## src/rtl/router_pkg.sv

```systemverilog
// Shared types and helpers for the router packet generator: FSM states,
// LFSR tap table, header packing/slicing and payload mode encodings.
package router_pkg;

  localparam int unsigned PKT_COUNT_W = 16;

  localparam logic MODE_INC  = 1'b0;
  localparam logic MODE_LFSR = 1'b1;

  typedef enum logic [2:0] {
    IDLE,
    HEADER,
    PAYLOAD,
    PARITY,
    GAP
  } state_t;

  // Galois right-shift tap masks (maximal-length where listed)
  function automatic logic [31:0] lfsr_taps(input int unsigned width);
    case (width)
      4:       return 32'h0000_000C;
      5:       return 32'h0000_0014;
      6:       return 32'h0000_0030;
      7:       return 32'h0000_0060;
      8:       return 32'h0000_00B8;
      9:       return 32'h0000_0110;
      10:      return 32'h0000_0240;
      12:      return 32'h0000_0E08;
      16:      return 32'h0000_B400;
      default: return (32'd1 << (width - 1)) | 32'd1;
    endcase
  endfunction

  function automatic logic [31:0] make_header(input logic [31:0] len,
                                              input logic [31:0] addr,
                                              input int unsigned addr_w);
    return (len << addr_w) | (addr & ((32'd1 << addr_w) - 32'd1));
  endfunction

  function automatic logic [31:0] hdr_addr(input logic [31:0] hdr,
                                           input int unsigned addr_w);
    return hdr & ((32'd1 << addr_w) - 32'd1);
  endfunction

  function automatic logic [31:0] hdr_len(input logic [31:0] hdr,
                                          input int unsigned addr_w);
    return hdr >> addr_w;
  endfunction

endpackage

```

## src/rtl/router_pkt_gen_if.sv

```systemverilog
// Control and router-side bus of the packet generator.
interface router_pkt_gen_if
  import router_pkg::*;
#(
  parameter int unsigned DATA_WIDTH = 8,
  parameter int unsigned ADDR_WIDTH = 2
);
  localparam int unsigned LEN_W = DATA_WIDTH - ADDR_WIDTH;

  logic                   start;
  logic [ADDR_WIDTH-1:0]  dest_addr;
  logic [LEN_W-1:0]       payload_len;
  logic                   mode;
  logic                   inject_err;
  logic                   busy;
  logic                   pkt_valid;
  logic [DATA_WIDTH-1:0]  data_out;
  logic                   gen_busy;
  logic                   done;
  logic                   addr_err;
  logic [PKT_COUNT_W-1:0] pkt_count;

  modport master (
    input  start, dest_addr, payload_len, mode, inject_err, busy,
    output pkt_valid, data_out, gen_busy, done, addr_err, pkt_count
  );

  modport slave (
    output start, dest_addr, payload_len, mode, inject_err, busy,
    input  pkt_valid, data_out, gen_busy, done, addr_err, pkt_count
  );
endinterface

```

## src/rtl/router_lfsr.sv

```systemverilog
// Galois LFSR used as the pseudo-random payload source; advances on step.
module router_lfsr
  import router_pkg::*;
#(
  parameter int unsigned      WIDTH = 8,
  parameter logic [WIDTH-1:0] SEED  = WIDTH'(8'hA5)
) (
  input  logic             clock,
  input  logic             resetn,
  input  logic             step,
  output logic [WIDTH-1:0] value
);
  localparam logic [WIDTH-1:0] TAPS = WIDTH'(lfsr_taps(WIDTH));

  if (SEED == '0) begin : g_seed_err
    $error("router_lfsr: SEED must be non-zero");
  end

  always_ff @(posedge clock or negedge resetn) begin
    if (!resetn) begin
      value <= SEED;
    end else if (step) begin
      value <= value[0] ? ((value >> 1) ^ TAPS) : (value >> 1);
    end
  end
endmodule

```

## src/rtl/router_pkt_gen.sv

```systemverilog
// Header/payload/parity packet source for the 1xN router with busy
// back-pressure, parity-error injection and destination checking.
module router_pkt_gen
  import router_pkg::*;
#(
  parameter int unsigned           DATA_WIDTH = 8,
  parameter int unsigned           ADDR_WIDTH = 2,
  parameter int unsigned           NUM_CHAN   = 3,
  parameter logic [DATA_WIDTH-1:0] LFSR_SEED  = DATA_WIDTH'(8'hA5),
  parameter int unsigned           GAP_CYCLES = 2
) (
  input logic               clock,
  input logic               resetn,
  router_pkt_gen_if.master  bus
);
  localparam int unsigned LEN_W = DATA_WIDTH - ADDR_WIDTH;
  localparam int unsigned GAP_W = (GAP_CYCLES > 1) ? $clog2(GAP_CYCLES) : 1;
  localparam logic [ADDR_WIDTH:0] NUM_CHAN_L = (ADDR_WIDTH + 1)'(NUM_CHAN);

  if (ADDR_WIDTH >= DATA_WIDTH || NUM_CHAN > (1 << ADDR_WIDTH)) begin : g_param_err
    $error("router_pkt_gen: need ADDR_WIDTH < DATA_WIDTH and NUM_CHAN <= 2**ADDR_WIDTH");
  end

  state_t                state;
  logic [ADDR_WIDTH-1:0] addr_q;
  logic [LEN_W-1:0]      len_q;
  logic                  mode_q;
  logic                  err_q;
  logic [LEN_W-1:0]      cnt;
  logic [DATA_WIDTH-1:0] parity;
  logic [GAP_W-1:0]      gap_cnt;

  logic                  accept;
  logic [LEN_W-1:0]      last_idx;
  logic [DATA_WIDTH-1:0] hdr;
  logic [DATA_WIDTH-1:0] parity_nxt;
  logic [DATA_WIDTH-1:0] err_word;
  logic [DATA_WIDTH-1:0] lfsr_value;
  logic                  lfsr_step;

  assign accept     = !bus.busy;
  assign last_idx   = len_q - LEN_W'(1);
  assign hdr        = DATA_WIDTH'(make_header(32'(bus.payload_len), 32'(bus.dest_addr), ADDR_WIDTH));
  assign parity_nxt = parity ^ bus.data_out;
  assign err_word   = DATA_WIDTH'(err_q);

  // The LFSR always holds the next payload byte, so it steps when a byte is
  // loaded into data_out, i.e. when the preceding byte is accepted.
  always_comb begin
    lfsr_step = 1'b0;
    if (accept && mode_q == MODE_LFSR) begin
      if (state == HEADER && len_q != '0) lfsr_step = 1'b1;
      if (state == PAYLOAD && cnt != last_idx) lfsr_step = 1'b1;
    end
  end

  router_lfsr #(
    .WIDTH (DATA_WIDTH),
    .SEED  (LFSR_SEED)
  ) u_lfsr (
    .clock  (clock),
    .resetn (resetn),
    .step   (lfsr_step),
    .value  (lfsr_value)
  );

  always_ff @(posedge clock or negedge resetn) begin
    if (!resetn) begin
      state         <= IDLE;
      addr_q        <= '0;
      len_q         <= '0;
      mode_q        <= MODE_INC;
      err_q         <= 1'b0;
      cnt           <= '0;
      parity        <= '0;
      gap_cnt       <= '0;
      bus.pkt_valid <= 1'b0;
      bus.data_out  <= '0;
      bus.gen_busy  <= 1'b0;
      bus.done      <= 1'b0;
      bus.addr_err  <= 1'b0;
      bus.pkt_count <= '0;
    end else begin
      bus.done     <= 1'b0;
      bus.addr_err <= 1'b0;
      case (state)
        IDLE: begin
          if (bus.start) begin
            if ((ADDR_WIDTH + 1)'(bus.dest_addr) >= NUM_CHAN_L) begin
              bus.addr_err <= 1'b1;
            end else begin
              addr_q        <= bus.dest_addr;
              len_q         <= bus.payload_len;
              mode_q        <= bus.mode;
              err_q         <= bus.inject_err;
              parity        <= hdr;
              bus.data_out  <= hdr;
              bus.pkt_valid <= 1'b1;
              bus.gen_busy  <= 1'b1;
              state         <= HEADER;
            end
          end
        end
        HEADER: begin
          if (accept) begin
            cnt <= '0;
            if (len_q == '0) begin
              bus.pkt_valid <= 1'b0;
              bus.data_out  <= parity ^ err_word;
              state         <= PARITY;
            end else begin
              bus.data_out <= (mode_q == MODE_LFSR) ? lfsr_value : '0;
              state        <= PAYLOAD;
            end
          end
        end
        PAYLOAD: begin
          if (accept) begin
            parity <= parity_nxt;
            if (cnt == last_idx) begin
              bus.pkt_valid <= 1'b0;
              bus.data_out  <= parity_nxt ^ err_word;
              state         <= PARITY;
            end else begin
              cnt          <= cnt + LEN_W'(1);
              bus.data_out <= (mode_q == MODE_LFSR) ? lfsr_value
                                                    : DATA_WIDTH'(cnt + LEN_W'(1));
            end
          end
        end
        PARITY: begin
          if (accept) begin
            bus.data_out <= '0;
            gap_cnt      <= '0;
            if (GAP_CYCLES == 0) begin
              bus.done      <= 1'b1;
              bus.gen_busy  <= 1'b0;
              bus.pkt_count <= bus.pkt_count + PKT_COUNT_W'(1);
              state         <= IDLE;
            end else begin
              state <= GAP;
            end
          end
        end
        GAP: begin
          if (int'(gap_cnt) == int'(GAP_CYCLES) - 1) begin
            bus.done      <= 1'b1;
            bus.gen_busy  <= 1'b0;
            bus.pkt_count <= bus.pkt_count + PKT_COUNT_W'(1);
            state         <= IDLE;
          end else begin
            gap_cnt <= gap_cnt + GAP_W'(1);
          end
        end
        default: state <= IDLE;
      endcase
    end
  end

  // Latched destination is kept for debug visibility of the active packet.
  logic unused_addr;
  assign unused_addr = ^addr_q;
endmodule

```

## src/flat_wrapper.sv

```systemverilog
// flat-port wrapper written by rule: the top's interface ports become plain ports
module router_pkt_gen_flat import router_pkg::*;
#(
  parameter int unsigned           DATA_WIDTH = 8,
  parameter int unsigned           ADDR_WIDTH = 2,
  parameter int unsigned           NUM_CHAN   = 3,
  parameter logic [DATA_WIDTH-1:0] LFSR_SEED  = DATA_WIDTH'(8'hA5),
  parameter int unsigned           GAP_CYCLES = 2
)
  (clock, resetn, bus_start, bus_dest_addr, bus_payload_len, bus_mode, bus_inject_err, bus_busy, bus_pkt_valid, bus_data_out, bus_gen_busy, bus_done, bus_addr_err, bus_pkt_count);
  router_pkt_gen_if #(.DATA_WIDTH(DATA_WIDTH), .ADDR_WIDTH(ADDR_WIDTH)) bus_i ();
  input logic clock;
  input logic resetn;
  input wire logic [$bits(bus_i.start)-1:0] bus_start;
  input wire logic [$bits(bus_i.dest_addr)-1:0] bus_dest_addr;
  input wire logic [$bits(bus_i.payload_len)-1:0] bus_payload_len;
  input wire logic [$bits(bus_i.mode)-1:0] bus_mode;
  input wire logic [$bits(bus_i.inject_err)-1:0] bus_inject_err;
  input wire logic [$bits(bus_i.busy)-1:0] bus_busy;
  output wire logic [$bits(bus_i.pkt_valid)-1:0] bus_pkt_valid;
  output wire logic [$bits(bus_i.data_out)-1:0] bus_data_out;
  output wire logic [$bits(bus_i.gen_busy)-1:0] bus_gen_busy;
  output wire logic [$bits(bus_i.done)-1:0] bus_done;
  output wire logic [$bits(bus_i.addr_err)-1:0] bus_addr_err;
  output wire logic [$bits(bus_i.pkt_count)-1:0] bus_pkt_count;
  assign bus_i.start = bus_start;
  assign bus_i.dest_addr = bus_dest_addr;
  assign bus_i.payload_len = bus_payload_len;
  assign bus_i.mode = bus_mode;
  assign bus_i.inject_err = bus_inject_err;
  assign bus_i.busy = bus_busy;
  assign bus_pkt_valid = bus_i.pkt_valid;
  assign bus_data_out = bus_i.data_out;
  assign bus_gen_busy = bus_i.gen_busy;
  assign bus_done = bus_i.done;
  assign bus_addr_err = bus_i.addr_err;
  assign bus_pkt_count = bus_i.pkt_count;
  router_pkt_gen #(.DATA_WIDTH(DATA_WIDTH), .ADDR_WIDTH(ADDR_WIDTH), .NUM_CHAN(NUM_CHAN), .LFSR_SEED(LFSR_SEED), .GAP_CYCLES(GAP_CYCLES)) u_core (.clock(clock), .resetn(resetn), .bus(bus_i));
endmodule
```

## config.mk

```make
export PLATFORM = sky130hd
export DESIGN_NAME = router_pkt_gen_flat
export DESIGN_NICKNAME = d
export VERILOG_FILES = /design/src/rtl/router_pkg.sv /design/src/rtl/router_pkt_gen_if.sv /design/src/rtl/router_lfsr.sv /design/src/rtl/router_pkt_gen.sv /design/src/flat_wrapper.sv
export SDC_FILE = /design/constraint.sdc
export NUM_CORES = 1
export LEC_CHECK = 0
export CAP_MARGIN = 25
export CELL_PAD_IN_SITES_DETAIL_PLACEMENT = 1
export CELL_PAD_IN_SITES_GLOBAL_PLACEMENT = 1
export CORE_MARGIN = 2
export CORE_UTILIZATION = 39
export DETAILED_ROUTE_END_ITERATION = 6
export GPL_TIMING_DRIVEN = 0
export PLACE_DENSITY = 0.86
export SYNTH_ARGS = -nofsm -noshare
export SYNTH_HDL_FRONTEND = slang
export SYNTH_HIERARCHICAL = 1
export SYNTH_SLANG_ARGS = --single-unit
```

## constraint.sdc

```tcl
create_clock -name clock -period 2.8 [get_ports clock]
set_clock_uncertainty 0.2 [all_clocks]
set_input_delay 0.42 -clock clock [delete_from_list [all_inputs] [get_ports clock]]
set_output_delay 0.42 -clock clock [all_outputs]
set_load 0.01 [all_outputs]
```

==> results of run 1 <==
-- synthesized netlist by cell type (4+ instances only) --
| master | count | area [sq um] |
|---|---|---|
| buf_4 | 4 | 30.03 |
| inv_1 | 16 | 60.06 |
| dfstp_2 | 4 | 105.1 |
| o22ai_1 | 5 | 31.28 |
| nand2_1 | 21 | 78.83 |
| or3_1 | 7 | 43.79 |
| ha_1 | 4 | 50.05 |
| nand2b_1 | 4 | 25.02 |
| o21ai_0 | 32 | 160.2 |
| mux2i_1 | 7 | 70.07 |
| nor2_1 | 23 | 86.33 |
| a21oi_1 | 29 | 145.1 |
| nand3_1 | 18 | 90.09 |
| xnor2_1 | 22 | 192.7 |
| and2_1 | 7 | 43.79 |
| xor2_1 | 10 | 87.58 |
| a211oi_1 | 5 | 37.54 |
| a31oi_1 | 5 | 31.28 |
| dfrtp_1 | 58 | 1451 |
| nand4_1 | 4 | 25.02 |
| clkbuf_1 | 7 | 26.28 |
| mux2_2 | 15 | 168.9 |
-- path summary, 6_finish.rpt --
kind	cells past startpoint	slack, ns	startpoint	endpoint
min in group asynchronous	2	0.50	resetn	u_core/cnt[1]
max reg2reg	10	0.05	u_core/len_q[1]	u_core/u_lfsr/value[1]
max	10	0.05	u_core/len_q[1]	u_core/u_lfsr/value[1]
max in group asynchronous	2	1.35	resetn	u_core/parity[4]
min	1	0.28	u_core/bus.pkt_count[15]	u_core/bus.pkt_count[15]
min reg2reg	1	0.28	u_core/bus.pkt_count[15]	u_core/bus.pkt_count[15]
-- timing repair --
| action | CTS | global route |
|---|---|---|
| gates resized for setup | 5 | 11 |
| pin swaps | 2 | 2 |
| gates cloned | 0 | 1 |
| buffers inserted | 4 | 2 |
| setup endpoints to repair | 8 | 22 |
| hold buffers | 1 | 0 |
| hold endpoints to repair | 58 | 0 |
-- final cells by class --
class,instances,area (sq um)
fillers,996,4323
repair buffers,49,467.9
inverters,16,60.06
flip-flops and latches,62,1556
clock inverters,7,122.6
clock buffers,9,123.9
multi-input cells,272,1927
plain buffers,15,90.09
well taps,108,135.1
-- where the power goes --
group          internal [mW]  total [mW]  switching [mW]
clock                  0.594       0.990           0.396
combinational           1.11        2.63            1.52
sequential              1.23        1.60           0.377
total                   2.93        5.23            2.29
-- registers in the layout (all words and copies together), names as in the netlist --
signal / flops
u_core/bus.addr_err: 1
u_core/bus.data_out: 8
u_core/bus.done: 1
u_core/bus.gen_busy: 1
u_core/bus.pkt_count: 16
u_core/bus.pkt_valid: 1
u_core/cnt: 6
u_core/err_q: 1
u_core/gap_cnt: 1
u_core/len_q: 6
u_core/mode_q: 1
u_core/parity: 8
u_core/state: 3
u_core/u_lfsr/value: 8
-- critical path: stages (launching register included) --
cell and delay, ns:
dfrtp_1 0.43, inv_2 0.10, ha_4 0.14, or3b_4 0.39, a211oi_4 0.29, o211a_4 0.23
nand2_4 0.08, a32oi_4 0.29, nor2_4 0.07, buf_6 0.14, mux2_2 0.26
-- layer usage --
| metal | track usage, % | part of all wire, % | up-vias |
|---|---|---|---|
| li1 | - | - | 1437 |
| met4 | 6.955 | 1.2 | 0 |
| met3 | 5.130 | 5.7 | 15 |
| met1 | 27.74 | 42 | 1633 |
| met5 | 0 | 0 | - |
| met2 | 38.57 | 51 | 95 |
-- cells by family after synthesis --
family,count (synthesis),share of synthesized area [%]
AND/OR/NAND/NOR,108,16.45
adder cells (fa/ha/maj),4,1.400
XOR/XNOR,33,8.292
buffers and inverters,32,4.129
multiplexers,22,6.683
flip-flops,62,43.53
AO/OA/AOI/OAI,105,19.52
-- through the flow --
step	utilization [%]	setup TNS, ns	cells
2_1_floorplan	-	0	366
3_3_place_gp	46.80	-60.43	515
3_5_place_dp	46.77	-2.938	515
4_1_cts	50.24	0	536
5_1_grt	50.91	-0.01918	538
6_report	50.91	0	538
-- cells in the final DEF, fill, tap and decap left out, drive strengths merged, types with 16 or more instances in the layout --
cell type / netlist / routed
a21oi: 29 / 29
buf: 8 / 16
clkbuf: 8 / 16
clkdlybuf4s50: 0 / 40
dfrtp: 58 / 58
inv: 16 / 16
nand2: 23 / 23
nand3: 18 / 18
nor2: 23 / 23
o21ai: 35 / 35
xnor2: 22 / 22
==> metrics list, run 1 <==
- Routed wire length per instance: 19.93 um
- The post-route netlist has 17.67% of its cells at a drive strength greater than 1.
* Synthesized net count: 384
- EDFF count, synth: 0
- Yosys mapped the design onto 60 distinct sky130hd cell types.
* CTS tree: done
* Post-synthesis to final-layout area growth: 25.37%
- Final instance area: 4483 sq um
- Setup slack at placement: -0.3556 ns
* Highest achievable clock rate: 0.3633 GHz
- Data required time at the worst endpoint: 2.84 ns
* Initial antenna violation count: 0
- Static leakage power: 1.836 nW
* Total I/O pin count: 42
- H-Tree Level Count: 3
- Measured along the y axis, the die boundary spans 99.76 um.
- Worst Setup Slack, final: 0.04764 ns
* Half-perimeter wire length after detailed placement: 7.346 mm
* Total count of max-transition violations in the final report: 0
* First-pass GRT wire length: 17.23 mm
- The final-report hold violation count was 0.
- For this configuration, the core starts out at a cell density of 40.61%.
- Vias in the first global route: 3380
- The mapped netlist covers 3576 sq um.
* Mean area per synthesized cell: 9.770 sq um
- Counting along the longest clock path gives a buffer depth of 2.
* Minimum clock period: 2.752 ns
- TritonCTS created 9 clock buffers.
- Most used flip-flop cell after synthesis: dfrtp_1
- For this block, the via count after detailed routing is 3180.
- Pin count of the biggest net entering global routing: 63
* Total overflow reported by the global router: 0
- Worst min-delay path category: flop to flop
- Global routing used 22.32% of the available tracks across all layers.
- Clock-pin slew was measured on the worst setup and hold paths at 0.08 ns.
* Max VDD drop: 0.3065 mV
- Crit Path Class: flop to flop
- The worst setup path is launched from a flop.
* Source-to-sink clock delay at the later pin of the worst-skew pair: 0.35 ns
* Actual slew at the worst max-slew pin: 0.8250 ns
- For this design, the sink count on the clock tree is 62.
- Net total in the final layout: 443
* Warning count from the yosys run: 6
* Standard-cell rows: 34
- Sequential cell area fraction in the yosys report: 43.53%
* First drt pass iteration count: 5
- Final weighted congestion of routability-driven global placement: 0.8662
* Core box area: 8806 sq um
- Count of input and output buffers: 41
- Worst rel slew slack: 45.00%
- After detailed placement, the total cell area comes to 4119 sq um.
* Data arrival time of the worst path: 2.79 ns
- Outcome: completed
- The detailed router finished its first iteration with 179 violations.
- The die covers 9951 sq um.
* Asr flop ratio synth: 100.0%
* Setup repair after global routing missed its margin: yes
* Clock root buffer: clkbuf_8
* Synthesized instance count: 366
- Dividing total power by cell area gives a power density of 1166 nW/um^2.
- Category of the worst setup path capture point: flop
- Maximum capacitance violations: 0
- Tcrit/Tclk final: 98.30%
- The number of antenna diodes in the final layout is 0.
* Critical path peak fanout: 6
* Hold WS: 0.2796 ns
- Counting flops and latches in the post-synthesis netlist gives 62.
* Power consumption: 5.225 mW
- Setup violations remaining at the end of the flow were counted as 0.
- In this run the horizontal extent of the chip is 99.76 um.
* WL final: 10.72 mm
* DRC violations left: 0
- Remaining antenna violation count: 0
- After detailed routing, the number of vias per cell comes to 5.911.
Note: power is estimated with default switching activity, not from simulation.
==> run 2: changes to the inputs <==
--- a/config.mk
+++ b/config.mk
@@ -12,7 +12,7 @@
 export CORE_UTILIZATION = 39
 export DETAILED_ROUTE_END_ITERATION = 6
 export GPL_TIMING_DRIVEN = 0
-export PLACE_DENSITY = 0.86
+export PLACE_DENSITY_LB_ADDON = 0.1
 export SYNTH_ARGS = -nofsm -noshare
 export SYNTH_HDL_FRONTEND = slang
 export SYNTH_HIERARCHICAL = 1
==> run 2 against run 1 <==
Register-to-register slack improved by 0.04 ns. Combinational power is 4% higher. Routed wire length up 0.32%. Hold slack got worse by 0.012 ns. Die area unchanged. Core utilization grew 0.53 points. Largest cell class unchanged.
==> metrics list, run 2 (synthesis results as in run 1) <==
- The flow ran to the end, and the final reports show no timing, DRC or antenna violations.
- Core box area: 8806 sq um
* Highest achievable clock rate: 0.3683 GHz
* Starting utilization of the core area: 40.61%
* Half-perimeter wire length after detailed placement: 7.425 mm
- Maximum capacitance violations: 0
- Across all register-to-register paths, the minimum setup slack is 0.09 ns.
- For this design, the slowest cell found on the critical path is dfrtp_2.
* WL final: 10.76 mm
* Reg with most FFs: u_core/bus.pkt_count
- Ratio of cells with drive above 1 in the final layout: 19.18%
- Clock-pin slew was measured on the worst setup and hold paths at 0.07 ns.
- The via count of the first global-routing pass was 3208.
* Count of input and output buffers: 41
- Most common cell after layout, fill and taps aside: dfrtp_1
- From synthesis to final layout, the design area changed by 26.66%.
- At the placement stage, the worst setup path has a slack of -0.3756 ns.
* Setup repair after global routing missed its margin: no
- Walking the worst path, the cells encountered are inv_4 > ha_4 > or3b_4 > a211oi_4 > o211a_4 > nand2_4 > a32oi_4 > nor2_4 > buf_6 > mux2_2.
* Category of the worst setup path capture point: flop
* Most frequent cells in the layout: dfrtp_1, clkdlybuf4s50_1, o21ai_0, a21oi_1, xnor2_1
* Floorplan die area: 9951 sq um
* Remaining antenna violation count: 0
* Post-detailed-route via-to-cell ratio: 5.799
- Hold Violations, Final: 0
- The worst hold path belongs to the class flop to flop.
- Width of the chip: 99.76 um
* Final weighted congestion of routability-driven global placement: 0.8099
* Hold WS: 0.2680 ns
- Data required time at the worst endpoint: 2.82 ns
- Net total in the final layout: 451
* Area of the multi-input gates: 1931 sq um
- The initial antenna violation count was 0.
* Worst Setup Slack, final: 0.08511 ns
* Tcrit/Tclk final: 96.96%
- Net switching is 43.70% of the power.
- Clock tree synthesis selected as its root buffer the cell clkbuf_8.
- For this run, design rule violations remaining after detail routing come to 0.
- Sequential cell area in the final layout: 1558 sq um
* Worst rel slew slack: 45.38%
* Total number of vias: 3166
- Total overflow reported by the global router: 0
- CTS built an H-tree with a depth of 3.
- Minimum clock period: 2.715 ns
- The number of clock buffers added by TritonCTS is 9.
* Static leakage power: 1.862 nW
- Measured on the finished design, the core utilization comes to 51.44%.
- Together, buffers and inverters on the worst path number 2.
- For the worst-skew pair, the clock arrives at the later sink with an insertion delay of 0.34 ns.
- Detailed Route Iter0 Violations: 141
- TritonCTS built the clock tree.
- Total count of max-transition violations in the final report: 0
- Count of fill cells added during filler insertion: 1001
- Of all nets on the critical path, the largest fanout is 5.
* Actual slew at the worst max-slew pin: 0.8193 ns
- Clock share of power: 16.6%
- Entering global routing, the biggest net connects 63 pins.
- Max VDD drop: 0.4429 mV
* Internal power: 2.927 mW
- Setup violations remaining at the end of the flow were counted as 0.
* Logic pwr share: 52.5%
* Sequential power share: 30.9%
* Cell Pwr Density: 1148 nW/um^2
* Kind of cell adding the most delay to the critical path: compound AO/OA/AOI/OAI gates
* Diode count: 0
- The setup path with the least slack is of type flop to flop.
- First drt pass iteration count: 4
- The first global-routing pass estimated 17.39 mm of wire.
* Flip-flop count of the largest register after layout: 16
- At the worst endpoint, the arrival time is 2.74 ns.
* Die height: 99.76 um
- The clock net in this run drives a total of 62 sinks.
* Total I/O pin count: 42
- Max clock buf depth: 2
- Dividing the detail-routed wire length by the instance count gives 19.70 um.
* Global routing usage summed across all routing layers: 22.71%
* Net switching power: 2.272 mW
* Maximum single-stage delay on the critical path: 0.44 ns
- The initialized floorplan defines 34 standard-cell rows.
- Startpoint type of the worst setup path: flop
[run 2: cell types whose count changed in the layout (fill, tap and decap cells not counted), sizes merged]
cell / before / now
bufinv: 3 / 1
clkinvlp: 2 / 1
clkbuf: 16 / 21
clkinv: 2 / 0
clkdlybuf4s15: 0 / 1
buf: 16 / 23
[run 2: cell type report]
cell class	instances	share of cell area (%)
Clock inverter	2	0.8287
Timing Repair Buffer	57	11.80
Inverter	16	1.381
Clock buffer	14	4.033
Multi-Input combinational cell	272	42.62
Buffer	15	1.961
Tap cell	108	2.983
Sequential cell	62	34.39
[run 2: final timing paths]
| path | from | end | cells past startpoint |
|---|---|---|---|
| worst max-delay path | u_core/len_q[0] | u_core/u_lfsr/value[1] | 10 |
| worst min-delay path | u_core/bus.pkt_count[15] | u_core/bus.pkt_count[15] | 1 |
| worst max register to register | u_core/len_q[0] | u_core/u_lfsr/value[1] | 10 |
| worst min register to register | u_core/bus.pkt_count[15] | u_core/bus.pkt_count[15] | 1 |
| max in group asynchronous | resetn | u_core/len_q[0] | 2 |
| min in group asynchronous | resetn | u_core/cnt[2] | 2 |
[run 2: worst reg2reg max path: stages (launching register included)]
cell      delay (ns)
dfrtp_2         0.44
inv_4           0.08
ha_4            0.15
or3b_4          0.39
a211oi_4        0.30
o211a_4         0.23
nand2_4         0.07
a32oi_4         0.27
nor2_4          0.07
buf_6           0.15
mux2_2          0.26
[run 2: power groups by stage]
stage          Clock, mW  Sequential [mW]  Combinational (mW)
6_report           0.862             1.61                2.73
5_1_grt            0.935             1.66                2.96
4_1_cts            0.888             1.59                2.58
3_5_place_dp           0             1.60                2.43
3_3_place_gp           0             1.58                2.35
2_1_floorplan          0             1.53                1.67
[run 2: metrics by stage]
step	area, sq um	TNS [ns]	cells	power, mW
after global routing	4529	0	546	5.560
after global placement	4121	-62.94	515	3.931
after floorplan	3576	0	366	3.202
after CTS	4420	0	537	5.053
after detailed placement	4119	-2.931	515	4.027
final	4529	0	546	5.200
[run 2: what timing repair did]
item | CTS | global route
endpoints found under the setup margin | 14 | 19
gates resized for setup | 8 | 8
cloned | 0 | 1
buffers inserted | 5 | 9
hold buffers | 1 | 0
pin swaps | 3 | 4
hold endpoints to repair | 8 | 0
[run 2: per-layer routing]
| metal | share of wire [%] | track usage, % |
|---|---|---|
| met2 | 48 | 37.73 |
| met4 | 2.9 | 9.168 |
| met3 | 5.0 | 4.076 |
| met1 | 44 | 29.36 |
| met5 | 0 | 0 |
==> run 3: changes to the inputs <==
--- a/config.mk
+++ b/config.mk
@@ -13,6 +13,8 @@
 export DETAILED_ROUTE_END_ITERATION = 6
 export GPL_TIMING_DRIVEN = 0
 export PLACE_DENSITY_LB_ADDON = 0.1
+export REMOVE_ABC_BUFFERS = 1
+export SETUP_SLACK_MARGIN = 0.2
 export SYNTH_ARGS = -nofsm -noshare
 export SYNTH_HDL_FRONTEND = slang
 export SYNTH_HIERARCHICAL = 1
==> run 3 against run 2 <==
Core utilization is 0.64 points higher. Combinational power fell by 2%. Critical path depth grew 1. Routed wire length down 0.86%. Register-to-register slack about the same. Sequential cell count stayed put. Critical endpoint is now u_core/u_lfsr/value[2].
==> metrics list, run 3 (synthesis results as in run 1) <==
- Global routing used 29.91% of the available met1 tracks.
- The min-delay analysis places its worst path in the category flop to flop.
* Total overflow reported by the global router: 0
* Setup TNS after final layout: 0 ns
- Top Usage Layer GRT: met2
- Tcrit/Tclk final: 96.49%
* Data required time at the worst endpoint: 2.89 ns
- Starting utilization of the core area: 40.61%
- Along the worst path, the maximum fanout reaches 8.
- Die height: 99.76 um
* Total I/O pin count: 42
- Half-perimeter wire length after detailed placement: 6.895 mm
- The count of cells in the finished layout, fillers not included, comes to 541.
- Final weighted congestion of routability-driven global placement: 0.8041
* Count of input and output buffers: 41
- Setup violations remaining at the end of the flow were counted as 0.
- Total power for the finished layout comes to 5.277 mW.
* Minimum clock period: 2.702 ns
- Core box area: 8806 sq um
- Clock-pin slew was measured on the worst setup and hold paths at 0.08 ns.
- The worst hold path terminates at u_core/bus.pkt_count[15].
- Setup slack, reg-to-reg: 0.1 ns
- Hold WS: 0.2792 ns
- The library cell used most frequently in the layout, excluding fill and tap cells, is dfrtp_1.
* Crit Path Class: flop to flop
* Data arrival time of the worst path: 2.79 ns
- Total number of vias: 3098
- Buffers inserted during clock tree synthesis total 9.
- R2r worst-path depth: 11
* Outcome: completed
- VDD sags by at most 0.3917 mV.
- Worst rel slew slack: 44.90%
- Once layout is complete, the utilization of the core stands at 52.07%.
- The via count of the first global-routing pass is 3244.
- Counting flops per register, the top entry is u_core/bus.pkt_count.
* Detailed Route Iter0 Violations: 82
- Post-detailed-route via-to-cell ratio: 5.726
- Standard-cell rows: 34
- In the final design database the tool counted 446 nets.
- In this run the critical register-to-register path is captured at u_core/u_lfsr/value[2].
* Floorplan die area: 9951 sq um
- Once layout is done, the placed cells without fillers occupy 4586 sq um.
- In this run the power density over the cells is 1151 nW/um^2.
- Summed over all layers, the routed wires come to 10.67 mm.
- From left edge to right edge, the die measures 99.76 um.
- Startpoint type of the worst setup path: flop
- Entering global routing, the biggest net connects 63 pins.
- Cell area after placement: 4054 sq um
- First drt pass iteration count: 4
- Global routing usage summed across all routing layers: 22.78%
- Most frequent cells in the layout: dfrtp_1, clkdlybuf4s50_1, o21ai_0, a21oi_1
* Worst Setup Slack, final: 0.09818 ns
* H-Tree Level Count: 3
* Setup repair after global routing missed its margin: yes
- In this run the clock root is driven by a clkbuf_8.
* Diode count: 0
- Worst R2R Start: u_core/len_q[0]
* Ratio of cells with drive above 1 in the final layout: 21.94%
* Hold Violations, Final: 0
- Max clock buf depth: 2
- The register with the most flip-flops in the layout has 16 of them.
* Static leakage power: 1.869 nW
- In the final routed layout, each cell accounts on average for 19.71 um.
* Count of placed standard cells including taps: 501
- The tool flagged a number of max-cap violations equal to 0.
* Met2 Resource Use GR: 37.01%
- Global Route met3 Usage: 3.654%
* Hold wc startpoint: u_core/bus.pkt_count[15]
- Derived from the worst setup path, the maximum achievable clock frequency is 0.3701 GHz.
- Total count of max-transition violations in the final report: 0
* Clock sink count: 62
* CTS tree: done
- Timing analysis after detailed placement gives a worst setup slack of -0.5797 ns.
- Remaining antenna violation count: 0
- Post-synthesis to final-layout area growth: 28.24%
- The initial antenna violation count was 0.
- After detailed routing, the number of remaining DRC violations is 0.
- Along the worst hold path, the cell count comes to 1.
* Actual slew at the worst max-slew pin: 0.8264 ns
* Category of the worst setup path capture point: flop
- The first global-routing pass estimated 17.44 mm of wire.
* Source-to-sink clock delay at the later pin of the worst-skew pair: 0.36 ns
==> run 3: cell types whose count changed in the layout (fill, tap and decap cells not counted), moves of 3 or more <==
| cell | change |
|---|---|
| clkbuf_8 | -3 |
| buf_4 | +4 |
| clkbuf_1 | -5 |
| nor2_2 | +3 |
| nor2_1 | -5 |
==> run 3: how the worst max path moves through the flow <==
stage          cells past startpoint             from                      to
3_3_place_gp                       5  u_core/state[0]  u_core/u_lfsr/value[1]
2_1_floorplan                      5  u_core/state[0]  u_core/u_lfsr/value[1]
6_report                          11  u_core/len_q[0]  u_core/u_lfsr/value[2]
5_1_grt                           11  u_core/len_q[1]  u_core/u_lfsr/value[2]
3_5_place_dp                       7         bus_busy        u_core/parity[7]
4_1_cts                           10  u_core/len_q[0]  u_core/u_lfsr/value[2]
==> run 3: critical path: stages (launching register included) <==
cell,delay (ns)
dfrtp_1,0.40
inv_2,0.07
ha_4,0.17
buf_4,0.13
and3b_2,0.20
nor3_2,0.18
nand2_2,0.24
nand2_8,0.15
a32oi_4,0.12
nor2_4,0.25
buf_6,0.18
mux2_2,0.33
==> run 3: where the power goes <==
| part | leakage, nW | internal, mW | total, mW | switching (mW) |
|---|---|---|---|---|
| logic | 0.987 | 1.22 | 2.68 | 1.45 |
| clock network | 0.113 | 0.528 | 0.909 | 0.382 |
| registers | 0.768 | 1.23 | 1.69 | 0.463 |
==> run 3: per-layer routing <==
| layer | vias to the layer above | wire (um) |
|---|---|---|
| li1 | 1451 | - |
| met1 | 1557 | 4824 |
| met2 | 73 | 5256 |
| met3 | 17 | 358 |
| met4 | 0 | 226 |
| met5 | - | 0 |
==> run 3: repair_timing <==
action | 4_1_cts | 5_1_grt
hold endpoints to repair | 32 | 0
endpoints found under the setup margin | 40 | 30
hold buffers | 1 | 0
gates resized for setup | 21 | 10
buffers inserted | 11 | 12
pin swaps | 6 | 4
==> run 3: final cells by class <==
class / count / area [sq um]
clock inverter: 5 / 82.58
multi-input combinational: 272 / 1978
tap: 108 / 135.1
fill: 987 / 4220
sequential: 62 / 1562
clock buffer: 11 / 141.4
inverter: 16 / 60.06
timing repair buffer: 67 / 626.9
